`config.mk`:
```
export PLATFORM = sky130hd
export DESIGN_NAME = word_weight_acc
export DESIGN_NICKNAME = d
export VERILOG_FILES = /design/src/rtl/word_weight_acc.sv
export SDC_FILE = /design/constraint.sdc
export NUM_CORES = 1
export LEC_CHECK = 0
export CORE_UTILIZATION = 53
export DETAILED_ROUTE_END_ITERATION = 7
export GPL_ROUTABILITY_DRIVEN = 0
export PLACE_DENSITY = 0.77
export SLEW_MARGIN = 5
export SYNTH_ARGS = -nofsm -noshare
export SYNTH_HDL_FRONTEND = slang
export SYNTH_SLANG_ARGS = --single-unit
```
`constraint.sdc`:
```
create_clock -name clk -period 11.5 [get_ports clk]
set_clock_uncertainty 0.2 [all_clocks]
set_input_delay 2.3 -clock clk [delete_from_list [all_inputs] [get_ports clk]]
set_output_delay 2.3 -clock clk [all_outputs]
set_load 0.05 [all_outputs]
```
`src/rtl/word_weight_acc.sv`:
```
// word_weight_acc
//   Computes a per-word value from N 2-bit digits and sums those values over
//   blocks of words delimited by in_last. It emits one result per block:
//   the saturating sum, the saturating word count, and a saturation flag.
//   Stage 1 registers the per-word value. Stage 2 accumulates it and, on the
//   last word of a block, loads the output registers.
//   The block's mode and sel_base are sampled from its first word.
//
// Ports
//   clk        rising-edge clock
//   rst        asynchronous active-high reset
//   in_valid   word_in / in_last / mode / sel_base are valid
//   in_ready   a word is accepted this cycle (!out_valid || out_ready)
//   word_in    N digits, digit i = word_in[2i+1:2i]
//   in_last    word is the final word of its block
//   mode       00 digit sum, 01 count of digits == sel_base,
//              10 GC count (digit 01 or 10), 11 same as 00
//   sel_base   digit value matched in mode 01
//   out_valid  block result available
//   out_ready  consumer takes the result
//   out_sum    block accumulated value (saturating)
//   out_count  words in block (saturating)
//   out_sat    accumulator or counter saturated during the block
module word_weight_acc #(
   parameter int N     = 4,
   parameter int SUM_W = 10,
   parameter int ACC_W = 16,
   parameter int CNT_W = 8
) (
   input  logic               clk,
   input  logic               rst,
   input  logic               in_valid,
   output logic               in_ready,
   input  logic [2*N-1:0]     word_in,
   input  logic               in_last,
   input  logic [1:0]         mode,
   input  logic [1:0]         sel_base,
   output logic               out_valid,
   input  logic               out_ready,
   output logic [ACC_W-1:0]   out_sum,
   output logic [CNT_W-1:0]   out_count,
   output logic               out_sat
);

   typedef enum logic {IDLE, ACCUM} state_t;

   // Wide enough to hold the sum of the accumulator and one word value.
   localparam int EW = ((ACC_W > SUM_W) ? ACC_W : SUM_W) + 1;

   function automatic logic [SUM_W-1:0] word_value(input logic [2*N-1:0] w,
                                                   input logic [1:0] md,
                                                   input logic [1:0] sb);
      logic [SUM_W-1:0] v;
      logic [1:0]       d;
      v = '0;
      for (int i = 0; i < N; i++) begin
         d = w[2*i +: 2];
         case (md)
            2'b01:   v = v + ((d == sb) ? SUM_W'(1) : SUM_W'(0));
            2'b10:   v = v + ((d == 2'b01 || d == 2'b10) ? SUM_W'(1) : SUM_W'(0));
            default: v = v + SUM_W'(d);
         endcase
      end
      return v;
   endfunction

   // Returns {overflow, saturated sum}.
   function automatic logic [ACC_W:0] sat_acc(input logic [ACC_W-1:0] a,
                                              input logic [SUM_W-1:0] v);
      logic [EW-1:0] s;
      s = EW'(a) + EW'(v);
      if (s > EW'({ACC_W{1'b1}}))
         return {1'b1, {ACC_W{1'b1}}};
      return {1'b0, s[ACC_W-1:0]};
   endfunction

   // Returns {overflow, saturated count + 1}.
   function automatic logic [CNT_W:0] sat_cnt(input logic [CNT_W-1:0] c);
      if (c == {CNT_W{1'b1}})
         return {1'b1, c};
      return {1'b0, c + CNT_W'(1)};
   endfunction

   state_t             state_q, state_d;
   logic [1:0]         mode_blk_q, mode_blk_d;
   logic [1:0]         sel_blk_q, sel_blk_d;
   logic [SUM_W-1:0]   val_p1_q, val_p1_d;
   logic               vld_p1_q, vld_p1_d;
   logic               last_p1_q, last_p1_d;
   logic [ACC_W-1:0]   acc_q, acc_d;
   logic [CNT_W-1:0]   cnt_q, cnt_d;
   logic               sat_q, sat_d;
   logic               out_valid_q, out_valid_d;
   logic [ACC_W-1:0]   out_sum_q, out_sum_d;
   logic [CNT_W-1:0]   out_count_q, out_count_d;
   logic               out_sat_q, out_sat_d;

   logic               ready;
   logic               accept;
   logic [1:0]         eff_mode;
   logic [1:0]         eff_sel;
   logic [ACC_W:0]     acc_r;
   logic [CNT_W:0]     cnt_r;
   logic               blk_sat;

   // A pending result that is not being taken stalls the whole pipeline.
   assign ready    = !out_valid_q || out_ready;
   assign accept   = in_valid && ready;
   // The first word of a block uses the live mode inputs; later words use the latched ones.
   assign eff_mode = (state_q == IDLE) ? mode     : mode_blk_q;
   assign eff_sel  = (state_q == IDLE) ? sel_base : sel_blk_q;

   always_comb begin
      state_d     = state_q;
      mode_blk_d  = mode_blk_q;
      sel_blk_d   = sel_blk_q;
      val_p1_d    = val_p1_q;
      vld_p1_d    = vld_p1_q;
      last_p1_d   = last_p1_q;
      acc_d       = acc_q;
      cnt_d       = cnt_q;
      sat_d       = sat_q;
      out_valid_d = out_valid_q;
      out_sum_d   = out_sum_q;
      out_count_d = out_count_q;
      out_sat_d   = out_sat_q;
      acc_r       = '0;
      cnt_r       = '0;
      blk_sat     = 1'b0;

      // block framing
      if (accept) begin
         if (state_q == IDLE) begin
            mode_blk_d = mode;
            sel_blk_d  = sel_base;
            state_d    = in_last ? IDLE : ACCUM;
         end else if (in_last) begin
            state_d = IDLE;
         end
      end

      // stage 1: per-word value
      if (ready) begin
         vld_p1_d = in_valid;
         if (in_valid) begin
            val_p1_d  = word_value(word_in, eff_mode, eff_sel);
            last_p1_d = in_last;
         end
      end

      // output handshake; a result loaded below on the same edge overrides this
      if (out_valid_q && out_ready)
         out_valid_d = 1'b0;

      // stage 2: accumulate, and publish on the last word of a block
      if (ready && vld_p1_q) begin
         acc_r   = sat_acc(acc_q, val_p1_q);
         cnt_r   = sat_cnt(cnt_q);
         blk_sat = sat_q | acc_r[ACC_W] | cnt_r[CNT_W];
         if (last_p1_q) begin
            out_valid_d = 1'b1;
            out_sum_d   = acc_r[ACC_W-1:0];
            out_count_d = cnt_r[CNT_W-1:0];
            out_sat_d   = blk_sat;
            acc_d       = '0;
            cnt_d       = '0;
            sat_d       = 1'b0;
         end else begin
            acc_d = acc_r[ACC_W-1:0];
            cnt_d = cnt_r[CNT_W-1:0];
            sat_d = blk_sat;
         end
      end
   end

   always_ff @(posedge clk or posedge rst) begin
      if (rst) begin
         state_q     <= IDLE;
         mode_blk_q  <= 2'b00;
         sel_blk_q   <= 2'b00;
         val_p1_q    <= '0;
         vld_p1_q    <= 1'b0;
         last_p1_q   <= 1'b0;
         acc_q       <= '0;
         cnt_q       <= '0;
         sat_q       <= 1'b0;
         out_valid_q <= 1'b0;
         out_sum_q   <= '0;
         out_count_q <= '0;
         out_sat_q   <= 1'b0;
      end else begin
         state_q     <= state_d;
         mode_blk_q  <= mode_blk_d;
         sel_blk_q   <= sel_blk_d;
         val_p1_q    <= val_p1_d;
         vld_p1_q    <= vld_p1_d;
         last_p1_q   <= last_p1_d;
         acc_q       <= acc_d;
         cnt_q       <= cnt_d;
         sat_q       <= sat_d;
         out_valid_q <= out_valid_d;
         out_sum_q   <= out_sum_d;
         out_count_q <= out_count_d;
         out_sat_q   <= out_sat_d;
      end
   end

   assign in_ready  = ready;
   assign out_valid = out_valid_q;
   assign out_sum   = out_sum_q;
   assign out_count = out_count_q;
   assign out_sat   = out_sat_q;

endmodule

```
## Word level (Yosys, flattened, before mapping)

Cells that the tools add are included.

- Register bits after elaboration: 68
- Output and inout bits: 27
- Logic and storage cells: 90
- Bits of input ports: 17

- Add/sub/neg operators: 11
- $lt $le $gt $ge: 1
- Bitwise logic cells: 2
- Reductions and logical operators: 11
- Multiplexer cells: 37
- Equal/unequal tests: 15

Operator list:

| kind | number |
|---|---|
| $add A10 B1 Y10 | 6 |
| $mux W10 | 6 |
| $pmux W10 S2 | 3 |
| $mux W17 | 3 |
| $add A10 B2 Y10 | 3 |
| $mux W9 | 3 |
| $add A16 B10 Y17 | 1 |
| $gt A17 B16 Y1 const B | 1 |
| $mux W1 | 17 |
| $mux W16 | 1 |
| $eq A2 B1 Y1 const B | 5 |
| $eq A2 B2 Y1 const B | 5 |
| $add A8 B1 Y8 const B | 1 |
| $eq A2 B2 Y1 | 4 |
| $eq A8 B8 Y1 const B | 1 |
| $mux W8 | 1 |
| $logic_or A1 B1 Y1 | 5 |
| $mux W2 | 2 |
| $pmux W2 S2 | 1 |
| $reduce_and A2 Y1 | 2 |
| $logic_and A1 B1 Y1 | 3 |
| $or A1 B1 Y1 | 2 |
| $logic_not A1 Y1 | 1 |

## Logic depth before layout (Yosys ltp)

Gate-level depths: netlist (run 1).

- Depth in word-level cells: 16
- Gate-level depth with buffers: 18
- Depth with buffers taken out: 17

## Least setup slack after synthesis (run 1)

Ideal clock, no wire load.

- Path kind: input to register
- From: in mode[1]
- To: reg val_p1_q[1]
- Buffers on the path: 1
- Required time: 11,175 ps
- Path slack: 5,979 ps
- Arrival time: 5,196 ps
- Cell stages on the path: 13
- Library setup time: 125 ps
- Cell sequence: mux2i_1 -> inv_1 -> ha_1 -> clkbuf_1 -> o21ai_0 -> o21ai_1 -> ha_1 -> fa_1 -> inv_1 -> fa_1 -> inv_1 -> fa_1 -> mux2_2

- Word-level cells in the longest chain between the ends: 15
- Elaborated cells on any way between the ends: 22
- Those cells by class: add/sub (9); eq/ne (2); mux (11)

RTL lines:

| element | RTL line | RTL |
|---|---|---|
| start: declaration | 36 | `input logic [1:0] mode,` |
| $mux W2 (*) | n/a |  |
| named net eff_mode[1] | 100 | `logic [1:0] eff_mode;` |
| $eq A2 B2 Y1 or $eq A2 B1 Y1 (tied branches) | 58 | `case (md)` |
| $pmux W2 S2 | 58 |  |
| $mux W10 | 145 | `if (in_valid) begin` |
| $mux W10 | 143 | `if (ready) begin` |
| $add A10 B2 Y10 (tied with other cells) | 61 | `default: v = v + SUM_W'(d);` |
| $pmux W10 S2 | 58 |  |
| $mux W10 | 145 |  |
| $mux W10 | 143 |  |
| $add A10 B2 Y10 (tied with other cells) | 61 |  |
| $pmux W10 S2 | 58 |  |
| $mux W10 | 145 |  |
| $mux W10 | 143 |  |
| $add A10 B2 Y10 (tied with other cells) | 61 |  |
| $pmux W10 S2 (*) | 58 |  |
| end signal: assignment | 195 | `val_p1_q <= val_p1_d;` |
| end: declaration | 87 | `logic [SUM_W-1:0] val_p1_q, val_p1_d;` |

Mark *: on every way through the listed nets, which the timed path passes. The rest lies on a longest branch. The select of a mux whose other input is x is not followed.
A chain may end at the register's enable or synchronous reset.

## Worst setup path after layout (run 1)

- From: in out_ready
- To: out in_ready

- Word-level cells in the longest chain between the ends: 1

RTL lines:

| element | RTL line | RTL |
|---|---|---|
| start: declaration | 39 | `input logic out_ready,` |
| $logic_or A1 B1 Y1 | 107 | `assign ready = !out_valid_q \|\| out_ready;` |
| end: declaration | 33 | `output logic in_ready,` |

Every way passes these cells.

==> results of run 1 <==
-- worst paths after layout --
kind	start	endpoint	slack, ns
setup / recovery	out_ready	in_ready	5.11
hold / removal	out_sum[14]	out_sum[14]	0.28
setup reg to reg	state_q	val_p1_q[3]	7.31
hold reg to reg	out_sum[14]	out_sum[14]	0.28
max in group asynchronous	rst	acc_q[4]	8.26
min in group asynchronous	rst	out_sum[3]	2.29
-- area by class of cell --
class | count | area (um2)
multi-input cells | 292 | 1850
inverters | 16 | 60.1
clock buffers | 11 | 141
repair buffers | 45 | 445
well taps | 77 | 96.3
clock inverters | 4 | 70.1
flip-flops and latches | 63 | 1580
fillers | 513 | 2180
-- logic make-up after synthesis --
family,after synthesis,share of synthesized area
xor gates and xnor gates,20,0.0492
buffers and inverters,33,0.0372
muxes,11,0.0341
adders and majority gates,17,0.0681
AOI/OAI and AO/OA,115,0.202
DFF,63,0.443
and+or+nand+nor,129,0.167
-- routing by layer --
metal,track usage,up-vias,share of wire
met5,0,-,0
met4,0.108,0,0.023
met3,0.0386,16,0.036
met2,0.367,79,0.46
met1,0.331,1434,0.48
li1,-,1456,-
-- cell usage after synthesis, types with 3 or more instances --
master and count:
sky130_fd_sc_hd__o21ai_0 39, sky130_fd_sc_hd__xor2_1 10, sky130_fd_sc_hd__and3_1 3, sky130_fd_sc_hd__o31ai_1 8
sky130_fd_sc_hd__xnor2_1 10, sky130_fd_sc_hd__nand4_1 3, sky130_fd_sc_hd__inv_1 16, sky130_fd_sc_hd__o21ai_1 5
sky130_fd_sc_hd__nand2_1 55, sky130_fd_sc_hd__nand3_1 6, sky130_fd_sc_hd__a31oi_1 7, sky130_fd_sc_hd__nor3_1 11
sky130_fd_sc_hd__a21oi_1 26, sky130_fd_sc_hd__fa_1 4, sky130_fd_sc_hd__ha_1 13, sky130_fd_sc_hd__clkbuf_1 14
sky130_fd_sc_hd__and2_1 5, sky130_fd_sc_hd__nor2_1 30, sky130_fd_sc_hd__mux2i_1 6, sky130_fd_sc_hd__mux2_2 3
sky130_fd_sc_hd__dfrtp_1 63, sky130_fd_sc_hd__o22a_1 5
-- flip-flops by register name, summed over array words and instances (netlist names), 2 cells and up --
name and count:
out_count 8, cnt_q 8, mode_blk_q 2, out_sum 16
acc_q 16, sel_blk_q 2, val_p1_q 5
-- per-stage QoR --
step,util,hold slack [ns],std cells,setup slack [ns]
2_1_floorplan,-,0.250,388,5.98
3_3_place_gp,0.628,0.261,493,5.13
3_5_place_dp,0.628,0.266,493,5.12
4_1_cts,0.661,0.282,508,5.11
6_report,0.661,0.277,508,5.11
5_1_grt,0.661,0.301,508,5.08
-- worst max-delay path, cell delays in order --
cell	delay (ns)
sky130_fd_sc_hd__clkdlybuf4s50_1	0.45
sky130_fd_sc_hd__nand2b_1	0.27
sky130_fd_sc_hd__clkdlybuf4s50_1	0.88
-- power groups by stage --
stage	combinational (uW)	clock (uW)	sequential, uW
2_1_floorplan	212	0	421
3_3_place_gp	415	0	324
3_5_place_dp	430	0	326
4_1_cts	431	214	323
5_1_grt	469	225	332
6_report	430	212	323
==> reports/qor_table.md, run 1 <==
| Metric | Value |
|:---|:---|
| First DRT Iteration DRCs | 182 |
| Data arrival time of the critical path | 3.89 ns |
| Yosys top cell area share | 0.443 |
| Max_slew headroom | 0.317 |
| P_leak | 0.00184 uW |
| Fraction of layout cells with a size suffix above 1 | 0.0673 |
| Routed wire length | 7610 um |
| Ports | 44 |
| Clock Sinks | 63 |
| Layout overhead on the synthesized area | 19.1% |
| Relative contribution of the clock network to total power | 0.220 |
| Clock Tree Buf Depth | 2 |
| Final hold violations | 0 |
| Global route overflow | 0 |
| Net switching share of the total power | 0.415 |
| Horizontal die dimension | 84.0 um |
| Number of buffer cells added on primary ports | 43 |
| Number of placement rows | 29 |
| Most frequent cells in the layout | 63 x sky130_fd_sc_hd__dfrtp_1, 55 x sky130_fd_sc_hd__nand2_1, 43 x sky130_fd_sc_hd__clkdlybuf4s50_1 |
| EDFF count, synth | 0 |
| Max Fanout on Critical Path | 6 |
| Max capacitance violation total | 0 |
| Int Power | 565 uW |
| TritonCTS clock tree | done |
| H-tree lvl count | 3 |
| Number of gates given a new drive strength after cts | 0 |
| Tot GR Track Use | 0.238 |
| Element type at the critical path end | primary output |
| WP data required | 9.00 ns |
| Slew Limit Fails | 0 |
| Area contributors post-synth | sky130_fd_sc_hd__dfrtp_1 44%, sky130_fd_sc_hd__nand2_1 5.8%, sky130_fd_sc_hd__o21ai_0 5.5% |
| Net count after synthesis | 422 |
| Sequential cell area fraction in the yosys report | 0.443 |
| IR Drop Worst-Case VDD | 0.210 mV |
| Post-DR vias/cell | 5.88 |
| Number of nets in the layout | 461 |
| Min Tclk post-route | 6.39 ns |
| Buffer cell driving the clock tree root | sky130_fd_sc_hd__clkbuf_8 |
| Number of nets with antenna violations after detailed routing | 0 |
| HPWL reported at the end of detailed placement | 5380 um |
| Number of instances on the worst hold path | 2 |
| Detailed-routing iteration count for the pre-antenna-repair pass | 7 |
| Syn Inst Count | 388 |
| Floorplan die area | 7050 um2 |
| Maximum clock frequency | 156 MHz |
| Most common library cell in the layout ignoring fill and taps | sky130_fd_sc_hd__dfrtp_1 |
| Comb pwr share | 0.445 |
| Cell variety after synth | 57 |
| Post-CTS setup buffer count | 0 |
| Failing checks | design-rule violations |
| Number of synthesized register bits | 63 |
| Chip height | 84.0 um |
| Number of antenna diodes | 0 |
| Avg Synthesized Cell Area | 9.18 um2 |
| Total setup violations reported at the end of the flow | 0 |
| Share of flip-flops with an asynchronous set or reset after synthesis | 1.00 |
| Power density over cell area | 227 nW/um2 |
| Count of cells along the worst register-to-register path | 16 |
| Core ar. | 6420 um2 |
| Vias in the first global route | 2844 |
| Count of warnings emitted by yosys | 0 |
| Type of the worst min-delay path | reg2reg |
| Final design area excluding fillers | 4240 um2 |
| Switching power total | 400 uW |
| Latest clock arrival within the worst-skew pair | 0.34 ns |
| Setup tns final | 0 ns |
| Total of hold buffers inserted after clock tree synthesis | 0 |
| Setup repair after global routing missed its margin | no |
| Largest area contributor in the synthesized netlist | sky130_fd_sc_hd__dfrtp_1 |
| Pin count of the biggest net entering global routing | 64 |
| Clock-pin slew on the worst setup and hold paths | 0.07 ns |
| Top_reg_cell synth | sky130_fd_sc_hd__dfrtp_1 |
| TritonCTS Buffers | 9 |
| Standard cell area after detailed placement | 4030 um2 |
| Vias post-DR | 2985 |
| First-pass GRT wire length | 13400 um |
| Routed wirelength normalized by instance count | 15.0 um |
| Transition time at the pin with the least slew margin | 1.02 ns |
| Share of the clock period used by the worst path after layout | 0.556 |
| Number of remaining DRC errors | 4 |
| Worst setup SP type | primary input |
| Area of the mapped netlist | 3560 um2 |
| Overall power consumption | 965 uW |
| Initial Util | 0.555 |
| Status | finished with violations |
| Antenna violations before repair | 0 |
| Path type of the worst setup path | in2out |
| Proportion of power drawn by flip-flops and latches | 0.334 |
Power figures use the tool's default switching activity.
==> run 2, diff against run 1 <==
--- a/config.mk
+++ b/config.mk
@@ -5,10 +5,10 @@
 export SDC_FILE = /design/constraint.sdc
 export NUM_CORES = 1
 export LEC_CHECK = 0
-export CORE_UTILIZATION = 53
+export CORE_UTILIZATION = 50
 export DETAILED_ROUTE_END_ITERATION = 7
 export GPL_ROUTABILITY_DRIVEN = 0
-export PLACE_DENSITY = 0.77
+export PLACE_DENSITY = 0.76
 export SLEW_MARGIN = 5
 export SYNTH_ARGS = -nofsm -noshare
 export SYNTH_HDL_FRONTEND = slang
==> constraint.sdc (replaced) <==
create_clock -name clk -period 5.6 [get_ports clk]
set_clock_uncertainty 0.2 [all_clocks]
set_input_delay 1.12 -clock clk [delete_from_list [all_inputs] [get_ports clk]]
set_output_delay 1.12 -clock clk [all_outputs]
set_load 0.05 [all_outputs]
==> run 2 against run 1 <==
The flow now finishes without violations. Design area increased by 0.59%. Largest power group unchanged. Worst setup slack got worse by 4.3 ns. Non-clock buffer count stayed put. Die area up 5.9%.
==> reports/qor_table.md, run 2 (synthesized netlist as in run 1, its figures left out) <==
| Metric | Value | Delta |
|:---|:---|:---|
| Status | finished clean |  |
| WP data required | 5.66 ns | -3.34 ns |
| Setup tns final | 0 ns | unchanged |
| Count of cells along the worst register-to-register path | 14 | -2 |
| Switching power total | 817 uW | +100% |
| Data arrival time of the critical path | 4.82 ns | +0.93 ns |
| Buffer cell driving the clock tree root | sky130_fd_sc_hd__clkbuf_8 |  |
| Proportion of power drawn by flip-flops and latches | 0.336 | +0.002 |
| Share of the clock period used by the worst path after layout | 0.851 |  |
| Post-CTS setup buffer count | 0 | unchanged |
| Detailed-routing iteration count for the pre-antenna-repair pass | 4 | -3 |
| Element type at the critical path end | flop |  |
| Net switching share of the total power | 0.413 | -0.00171 |
| Cells along the critical path | clkdlybuf4s50_1 > mux2i_1 > inv_1 > ha_1 > o21bai_1 > o21ai_0 > o31ai_1 > ha_1 > fa_1 > inv_1 > fa_1 > inv_1 > fa_1 > xor2_1 > o21ai_0 |  |
| Antenna violations before repair | 0 | unchanged |
| Pin count of the biggest net entering global routing | 42 | -34% |
| Total of hold buffers inserted after clock tree synthesis | 0 | unchanged |
| Vias post-DR | 3014 | +0.97% |
| H-tree lvl count | 3 | unchanged |
| First-pass GRT wire length | 13300 um | -0.31% |
| Relative contribution of the clock network to total power | 0.219 | about the same |
| Routed wirelength normalized by instance count | 14.8 um | -1.3% |
| Clock Sinks | 63 | unchanged |
| Initial Util | 0.521 | -0.0332 |
| Power density over cell area | 464 nW/um2 | +100% |
| P_leak | 0.00183 uW | -0.35% |
| Clock Tree Buf Depth | 2 | unchanged |
| Most common library cell in the layout ignoring fill and taps | sky130_fd_sc_hd__dfrtp_1 |  |
| Number of gates given a new drive strength after cts | 0 | unchanged |
| Post-DR vias/cell | 5.72 | -2.7% |
| Routed wire length | 7790 um | +2.4% |
| Slowest library cell on the worst path | sky130_fd_sc_hd__fa_1 |  |
| Chip height | 86.4 um | +2.9% |
| Floorplan die area | 7470 um2 | +5.9% |
| Worst Hold Endpoint | out_count[2] |  |
| TritonCTS Buffers | 9 | unchanged |
| HPWL reported at the end of detailed placement | 5490 um | +2.0% |
| Global route overflow | 0 | unchanged |
| Horizontal die dimension | 86.4 um | +2.9% |
| Core ar. | 6830 um2 | +6.4% |
| Path type of the worst setup path | in2reg |  |
| Min Tclk post-route | 4.77 ns |  |
| Worst reg2reg path startpoint | state_q |  |
| Ports | 44 | unchanged |
| Post-route worst hold slack | 0.276 ns | -0.000912 ns |
| Comb pwr share | 0.445 | about the same |
| Clock-pin slew on the worst setup and hold paths | 0.07 ns | about the same |
| Final hold violations | 0 | unchanged |
| Setup repair after global routing missed its margin | no |  |
| Most frequent cells in the layout | 63 x sky130_fd_sc_hd__dfrtp_1, 55 x sky130_fd_sc_hd__nand2_1, 43 x sky130_fd_sc_hd__clkdlybuf4s50_1 |  |
| # fillers | 616 | +20% |
| Total setup violations reported at the end of the flow | 0 | unchanged |
| Number of nets in the layout | 461 | unchanged |
| Slew Limit Fails | 0 | unchanged |
| Transition time at the pin with the least slew margin | 0.982 ns | -0.0405 ns |
| Fraction of layout cells with a size suffix above 1 | 0.0650 | -0.00232 |
| Maximum clock frequency | 210 MHz |  |
| Largest stage delay, worst path | 0.51 ns | -0.37 ns |
| Layout overhead on the synthesized area | 19.8% |  |
| Latest clock arrival within the worst-skew pair | 0.35 ns | about the same |
| Number of buffer cells added on primary ports | 43 | unchanged |
| IR Drop Worst-Case VDD | 0.363 mV | +73% |
| Type of the worst min-delay path | reg2reg |  |
| Number of antenna diodes | 0 | unchanged |
| Tot GR Track Use | 0.231 | -0.00683 |
| Reg-to-reg setup timing slack | 1.44 ns | -5.87 ns |
| Int Power | 1160 uW | +110% |
| Number of nets with antenna violations after detailed routing | 0 | unchanged |
| Reg2reg end | val_p1_q[2] |  |
| Startpoint of the worst hold path | out_count[2] |  |
| Vias in the first global route | 2843 | -0.035% |
| Max_slew headroom | 0.344 | +0.0271 |
| TritonCTS clock tree | done |  |
| Worst setup SP type | primary input |  |
| Number of instances on the worst hold path | 2 | unchanged |
| First DRT Iteration DRCs | 197 | +8.2% |
| Max Fanout on Critical Path | 12 | +6 |
| Number of remaining DRC errors | 0 | -4 |
| Number of placement rows | 30 | +3.4% |
| Max capacitance violation total | 0 | unchanged |
## run 2: worst max-delay path: cells and delay by family
family	cells	cell delay, ns
AO/OA/AOI/OAI	4	0.61
XOR/XNOR	1	0.17
adder cells (fa/ha/maj)	5	2.09
buffers and inverters	4	0.59
multiplexers	1	0.22
## run 2: power by group through the flow
stage	clock network [uW]	logic, uW	registers, uW
after floorplan	0	434	864
after global routing	465	970	680
after CTS	439	885	665
final	433	881	665
after detailed placement	0	883	673
after global placement	0	855	667
## run 2: worst max-delay path by stage
stage                     slack [ns]  startpoint     endpoint
after floorplan                 1.26     mode[1]  val_p1_q[1]
after global placement          0.66     mode[1]  val_p1_q[1]
after detailed placement        0.48     mode[1]  val_p1_q[3]
after CTS                       0.84     mode[1]  val_p1_q[3]
after global routing            0.60     mode[1]  val_p1_q[3]
final                           0.83     mode[1]  val_p1_q[2]
## run 2: final cells by class
cell class	count	area, um2	share of cell area
Sequential cell	63	1580	0.369
Clock buffer	12	145	0.0340
Timing Repair Buffer	45	445	0.104
Multi-Input combinational cell	292	1850	0.434
Tap cell	96	120	0.0281
Inverter	16	60.1	0.0141
Clock inverter	3	67.6	0.0158
## run 2: routing by layer
layer / wire [um] / track usage
met5: 0 / 0
met4: 145 / 0.0955
met3: 389 / 0.0419
met2: 3660 / 0.377
met1: 3600 / 0.306
## run 2: through the flow
stage	instance area [um2]	setup WS, ns	total power (uW)	cells	util
floorplan	3560	1.26	1300	388	-
global placement	4060	0.657	1520	512	0.594
detailed placement	4060	0.483	1560	512	0.594
CTS	4270	0.843	1990	527	0.625
global route	4270	0.604	2110	527	0.625
finish	4270	0.835	1980	527	0.625
==> run 3, diff against run 2 <==
--- a/config.mk
+++ b/config.mk
@@ -5,10 +5,11 @@
 export SDC_FILE = /design/constraint.sdc
 export NUM_CORES = 1
 export LEC_CHECK = 0
-export CORE_UTILIZATION = 50
+export ABC_AREA = 1
+export CORE_UTILIZATION = 51
 export DETAILED_ROUTE_END_ITERATION = 7
 export GPL_ROUTABILITY_DRIVEN = 0
-export PLACE_DENSITY = 0.76
+export PLACE_DENSITY = 0.77
 export SLEW_MARGIN = 5
 export SYNTH_ARGS = -nofsm -noshare
 export SYNTH_HDL_FRONTEND = slang
==> constraint.sdc (replaced) <==
create_clock -name clk -period 5.6 [get_ports clk]
set_clock_uncertainty 0.2 [all_clocks]
set_input_delay 1.12 -clock clk [delete_from_list [all_inputs] [get_ports clk]]
set_output_delay 1.12 -clock clk [all_outputs]
set_load 0.02 [all_outputs]
==> run 3 against run 2 <==
Count of clock-buffer cells in the layout fell by 3. Die area grew 2.7%. Wire length fell by 1.9%. Register-to-register slack is essentially flat. Clock power is 21% lower. Flip-flop and latch count stayed put. Critical path type unchanged. Sequential power down 13%. First-iteration DRC count shrank 23%. Design area grew 3.2%.
==> reports/qor_table.md, run 3 <==
| Metric | Value | Delta |
|:---|:---|:---|
| Power density over cell area | 363 nW/um2 | -22% |
| Transition time at the pin with the least slew margin | 0.771 ns | -0.211 ns |
| Element type at the critical path end | flop |  |
| Post-DR vias/cell | 5.01 | -12% |
| Initial Util | 0.538 | +0.0162 |
| Clock-pin slew on the worst setup and hold paths | 0.07 ns | about the same |
| Core ar. | 6940 um2 | +1.6% |
| Data arrival time of the critical path | 4.72 ns | -0.10 ns |
| Worst setup SP type | primary input |  |
| Maximum clock frequency | 213 MHz | +1.7% |
| Clock Tree Buf Depth | 2 | unchanged |
| P_leak | 0.00237 uW | +29% |
| Total setup violations reported at the end of the flow | 0 | unchanged |
| Detailed-routing iteration count for the pre-antenna-repair pass | 4 | unchanged |
| Reg-to-reg setup timing slack | 1.43 ns | about the same |
| Horizontal die dimension | 87.6 um | +1.3% |
| Vias post-DR | 3254 | +8.0% |
| Most frequent cells in the layout | 211 x sky130_fd_sc_hd__nand2_1, 63 x sky130_fd_sc_hd__dfrtp_1, 57 x sky130_fd_sc_hd__inv_1 |  |
| Slowest library cell on the worst path | sky130_fd_sc_hd__fa_1 |  |
| Floorplan die area | 7670 um2 | +2.7% |
| Fraction of layout cells with a size suffix above 1 | 0.0740 | +0.00904 |
| HPWL reported at the end of detailed placement | 5480 um | -0.16% |
| Status | finished clean |  |
| Buffer cell driving the clock tree root | sky130_fd_sc_hd__clkbuf_8 |  |
| Tot GR Track Use | 0.227 | -0.00421 |
| Pin count of the biggest net entering global routing | 64 | +52% |
| End point of the critical path | val_p1_q[2] |  |
| IR Drop Worst-Case VDD | 0.226 mV | -38% |
| Setup repair after global routing missed its margin | no |  |
| Vias in the first global route | 3103 | +9.1% |
| Routed wirelength normalized by instance count | 11.8 um | -20% |
| Number of buffer cells added on primary ports | 43 | unchanged |
| Cell variety after synth | 32 | -44% |
| Chip height | 87.6 um | +1.3% |
| Syn Inst Count | 504 | +30% |
| Number of gates given a new drive strength after cts | 0 | unchanged |
| Share of flip-flops with an asynchronous set or reset after synthesis | 1.00 | unchanged |
| TritonCTS Buffers | 9 | unchanged |
| Most common library cell in the layout ignoring fill and taps | sky130_fd_sc_hd__nand2_1 |  |
| Largest stage delay, worst path | 0.50 ns | about the same |
| Number of nets with antenna violations after detailed routing | 0 | unchanged |
| Type of the worst min-delay path | reg2reg |  |
| Antenna violations before repair | 0 | unchanged |
| Ports | 44 | unchanged |
| Min Tclk post-route | 4.68 ns | -0.0809 ns |
| # fillers | 611 | -0.81% |
| WP data required | 5.64 ns | -0.02 ns |
| Share of the clock period used by the worst path after layout | 0.836 | -0.0145 |
| Top_reg_cell synth | sky130_fd_sc_hd__dfrtp_1 |  |
| Slew Limit Fails | 0 | unchanged |
| Launching instance or port of the critical path | mode[1] |  |
| Delay-heaviest family, CP | adder cells |  |
| Cells along the critical path | clkdlybuf4s50_1 > o21ai_0 > inv_1 > ha_1 > inv_1 > nor2_1 > a31oi_1 > ha_1 > fa_1 > inv_1 > fa_1 > inv_1 > fa_1 > and2_1 > o31ai_1 |  |
| First-pass GRT wire length | 13500 um | +1.2% |
| Number of antenna diodes | 0 | unchanged |
| Largest area contributor in the synthesized netlist | sky130_fd_sc_hd__dfrtp_1 |  |
| Bufs and invs on worst path | 5 | +1 |
| Top cells by instance count after synthesis | 211 x sky130_fd_sc_hd__nand2_1, 63 x sky130_fd_sc_hd__dfrtp_1, 58 x sky130_fd_sc_hd__inv_1 |  |
| Area contributors post-synth | sky130_fd_sc_hd__dfrtp_1 42%, sky130_fd_sc_hd__nand2_1 21%, sky130_fd_sc_hd__inv_1 5.8% |  |
| Reg2reg end | val_p1_q[2] |  |
| H-tree lvl count | 3 | unchanged |
| Net count after synthesis | 538 | +27% |
| Worst reg2reg path startpoint | state_q |  |
| Area used by sequential logic in the layout | 1580 um2 | unchanged |
| Total of hold buffers inserted after clock tree synthesis | 0 | unchanged |
| Max capacitance violation total | 0 | unchanged |
| Number of synthesized register bits | 63 | unchanged |
| Path type of the worst setup path | in2reg |  |
| First DRT Iteration DRCs | 152 | -23% |
| Number of placement rows | 30 | unchanged |
| Final hold violations | 0 | unchanged |
| TritonCTS clock tree | done |  |
| Max Fanout on Critical Path | 8 | -4 |
| Count of warnings emitted by yosys | 0 | unchanged |
| Number of remaining DRC errors | 0 | unchanged |
| Area of the mapped netlist | 3730 um2 | +4.8% |
| Setup tns final | 0 ns | unchanged |
| Avg Synthesized Cell Area | 7.41 um2 | -19% |
| Number of nets in the layout | 583 | +26% |
| Global route overflow | 0 | unchanged |
| Most common cell type on the critical path | sky130_fd_sc_hd__inv_1 |  |
| Latest clock arrival within the worst-skew pair | 0.35 ns | about the same |
| Routed wire length | 7640 um | -1.9% |
| Max_slew headroom | 0.486 | +0.142 |
| Yosys top cell area share | 0.422 | -0.0203 |
| EDFF count, synth | 0 | unchanged |
| Overall power consumption | 1600 uW | -19% |
| Top-count cell post-synth | sky130_fd_sc_hd__nand2_1 |  |
| Logic depth of the worst path, buffers included | 15 | unchanged |
| Multi-input combinational cell area | 1870 um2 | +0.81% |
| Sequential cell area fraction in the yosys report | 0.422 | -0.0203 |
| Post-CTS setup buffer count | 0 | unchanged |
| Layout overhead on the synthesized area | 18.0% |  |
| Clock Sinks | 63 | unchanged |
| Count of cells along the worst register-to-register path | 16 | +2 |
run 3: how the worst min path moves through the flow:
| stage | cells after the start | startpoint | endpoint |
|---|---|---|---|
| CTS | 2 | out_sum[10] | out_sum[10] |
| global placement | 2 | out_sum[8] | out_sum[8] |
| detailed placement | 2 | out_sum[4] | out_sum[4] |
| finish | 2 | out_sum[7] | out_sum[7] |
| floorplan | 2 | mode_blk_q[0] | mode_blk_q[0] |
| global route | 2 | out_sum[15] | out_sum[15] |
run 3: worst reg2reg max path: cells and delay by family (launching register included):
family | cells | cell delay (ns)
AOI/OAI and AO/OA | 3 | 0.41
buffers and inverters | 5 | 0.48
adders and majority gates | 5 | 1.99
and+or+nand+nor | 3 | 0.56
DFF | 1 | 0.41
run 3: cell families (layout without fill, tap and decap cells):
kind of cell | after synthesis | in the layout | share of synthesized area
AO/OA/AOI/OAI | 33 | 33 | 0.0489
AND/OR/NAND/NOR | 305 | 305 | 0.349
XOR/XNOR | 16 | 16 | 0.0375
buffers and inverters | 70 | 120 | 0.0774
adder cells (fa/ha/maj) | 17 | 17 | 0.0650
flip-flops | 63 | 63 | 0.422
run 3: per-layer routing:
metal / GRT usage / wire length [um]
met4: 0.0730 / 122
met5: 0 / 0
met3: 0.0650 / 424
met1: 0.280 / 3400
met2: 0.386 / 3690
run 3: layout make-up:
class                           count  area share
Timing Repair Buffer               45       0.101
Sequential cell                    63       0.358
Clock buffer                        9      0.0281
Multi-Input combinational cell    371       0.424
Inverter                           59      0.0503
Clock inverter                      7      0.0114
Tap cell                           96      0.0273
run 3: where the power goes:
| group | internal (uW) | leakage, uW | switching, uW |
|---|---|---|---|
| clock network | 160 | 0.0000812 | 183 |
| registers | 531 | 0.000845 | 48.2 |
| logic | 270 | 0.00144 | 405 |
| total | 961 | 0.00237 | 636 |
run 3: per-stage QoR:
stage	setup slack [ns]	hold WS (ns)	area, um2	cells	utilization
6_report	0.916	0.277	4410	650	0.634
5_1_grt	0.611	0.301	4410	650	0.634
4_1_cts	0.904	0.283	4410	650	0.634
3_5_place_dp	0.545	0.264	4230	634	0.609
3_3_place_gp	0.685	0.262	4230	634	0.609
2_1_floorplan	1.24	0.246	3730	504	-
==> edit: new RTL, config.mk and constraints of run 3 <==
Register the input `mode` before use, without a reset. The logic sees it one clock later. The other inputs are not delayed to match.
--- a/src/rtl/word_weight_acc.sv
+++ b/src/rtl/word_weight_acc.sv
@@ -49,2 +49,8 @@
 
+   logic [1:0] mode_q;
+
+   always_ff @(posedge clk) begin
+      mode_q <= mode;
+   end
+
    function automatic logic [SUM_W-1:0] word_value(input logic [2*N-1:0] w,
@@ -109,3 +115,3 @@
    // The first word of a block uses the live mode inputs; later words use the latched ones.
-   assign eff_mode = (state_q == IDLE) ? mode     : mode_blk_q;
+   assign eff_mode = (state_q == IDLE) ? mode_q   : mode_blk_q;
    assign eff_sel  = (state_q == IDLE) ? sel_base : sel_blk_q;
@@ -133,3 +139,3 @@
          if (state_q == IDLE) begin
-            mode_blk_d = mode;
+            mode_blk_d = mode_q;
             sel_blk_d  = sel_base;
Behaviour: not the same (a bounded check fails within 4 cycles, from zero or initial values and one cycle with rst high).
==> edit against run 3 <==
Setup slack better by 0.39 ns. Largest cell class unchanged. Design area rose by 0.17%. Largest power group unchanged. Sequential cell count grew 2. Maximum frequency increased by 9.1%. Synthesized area down 0.30%. Wire length rose by 0.76%. Combinational power up 0.6%. Power is 0.88% higher.
==> edit: results (changes against run 3) <==
[cts]
clk_latency_ns = 0.34

[global_route]
grtUsageMet1 = 0.288  ; +0.00839
global_route_wire_length_before_repair_um = 13500  ; +0.31%
use_met3 = 0.0341  ; -0.0309
gr-usage-met2 = 0.391  ; +0.00497
vias_in_the_first_global_route = 3094  ; -0.29%

[sta]
period_minus_slack_ns = 4.29  ; -0.389 ns
max_slew.worst_pin.slew_ns = 0.779  ; +0.00766 ns
fin_worst_hold_slack_ns = 0.278  ; +0.00199 ns

[yosys]
muxShareOfSynthArea = 0  ; unchanged
post_synth_num_cell_types = 33  ; +3.1%
post_synth.cell_area_avg_um2 = 7.55  ; +1.9%
synth.yosys.seq_area_share = 0.434  ; +0.0120
post_synth_most_frequent_cells = 202 x nand2_1, 63 x dfrtp_1, 54 x inv_1
synthAdderAreaFrac = 0.0652  ; +0.000197
yosys.area_share.xor_xnor = 0.0424  ; +0.00482
mappedNetlistNets = 527  ; -2.0%
synthTopCellsByArea = dfrtp_1 42%, nand2_1 20%, inv_1 5.4%
share_of_flip_flops_with_an_asynchronous_set_or_reset = 0.969  ; -0.0308

[power]
p_sw_uw = 635  ; -0.12%
p_comb_uw = 679  ; +0.6%
power_report.internal_total_uw = 976  ; +1.5%
leakagePower_uw = 0.00237  ; about the same
clockPowerShare = 0.208  ; -0.007
vdd.ir_drop.worst_uv = 236  ; +4.2%

[critical_path]
regToRegEndpoint = val_p1_q[3]
setup.worst_path.start = sel_base[0]
r2r_slack_ns = 1.33  ; -0.10 ns
reg2regPathDepth = 19  ; +3

[route]
initialDrtViolationCount = 111  ; -27%
dr_wl_met3_um = 299  ; -29%
met1Wirelength_um = 3470  ; +2.0%
via_per_inst = 4.97  ; -0.75%
met2RoutedLength_um = 3820  ; +3.4%
routed-via-count = 3190  ; -2.0%

[placed_design]
detailed_place_hpwl_um = 5600  ; +2.1%
placedCellCount = 626  ; -1.3%
post-place-ws_ns = 0.961  ; +0.416 ns
placement.cell_area_um2 = 4250  ; +0.44%

[status]
outcome = finished clean

[final_layout]
fraction_of_layout_instances_using_a_drive_strength_above_1 = 0.0788  ; +0.00475
nFillCells = 643  ; +5.2%
num-nets-final = 575  ; -1.4%

[min_path]
timing.hold.worst_endpoint = out_sum[11]
min_from = out_sum[11]

[edit: changes by cell type in the layout (fill, tap and decap cells not counted), moves of 3 or more]
cell     change
o21ai_0      +9
nand3_1      -7
o21ai_1      -3
inv_2        +3
nand2_1      -9
inv_1        -4
[edit: area by class of cell]
class | instances | area [um2] | area share
multi-input cells | 361 | 1840 | 0.418
inverters | 58 | 218 | 0.0493
clock buffers | 10 | 128 | 0.0289
flip-flops and latches | 65 | 1620 | 0.366
clock inverters | 6 | 35.0 | 0.00794
repair buffers | 46 | 453 | 0.103
well taps | 96 | 120 | 0.0272
[edit: critical path, stage by stage]
cell and delay, ns:
clkdlybuf4s50_1 0.45, nand2_1 0.06, nand2_1 0.20, xor2_1 0.22
nand3_1 0.10, a31oi_1 0.15, ha_1 0.21, fa_1 0.44
inv_1 0.09, fa_1 0.41, inv_1 0.10, ha_1 0.24
nand2_1 0.07, inv_1 0.03, o21ai_0 0.18, xor2_1 0.15
o21ai_0 0.08
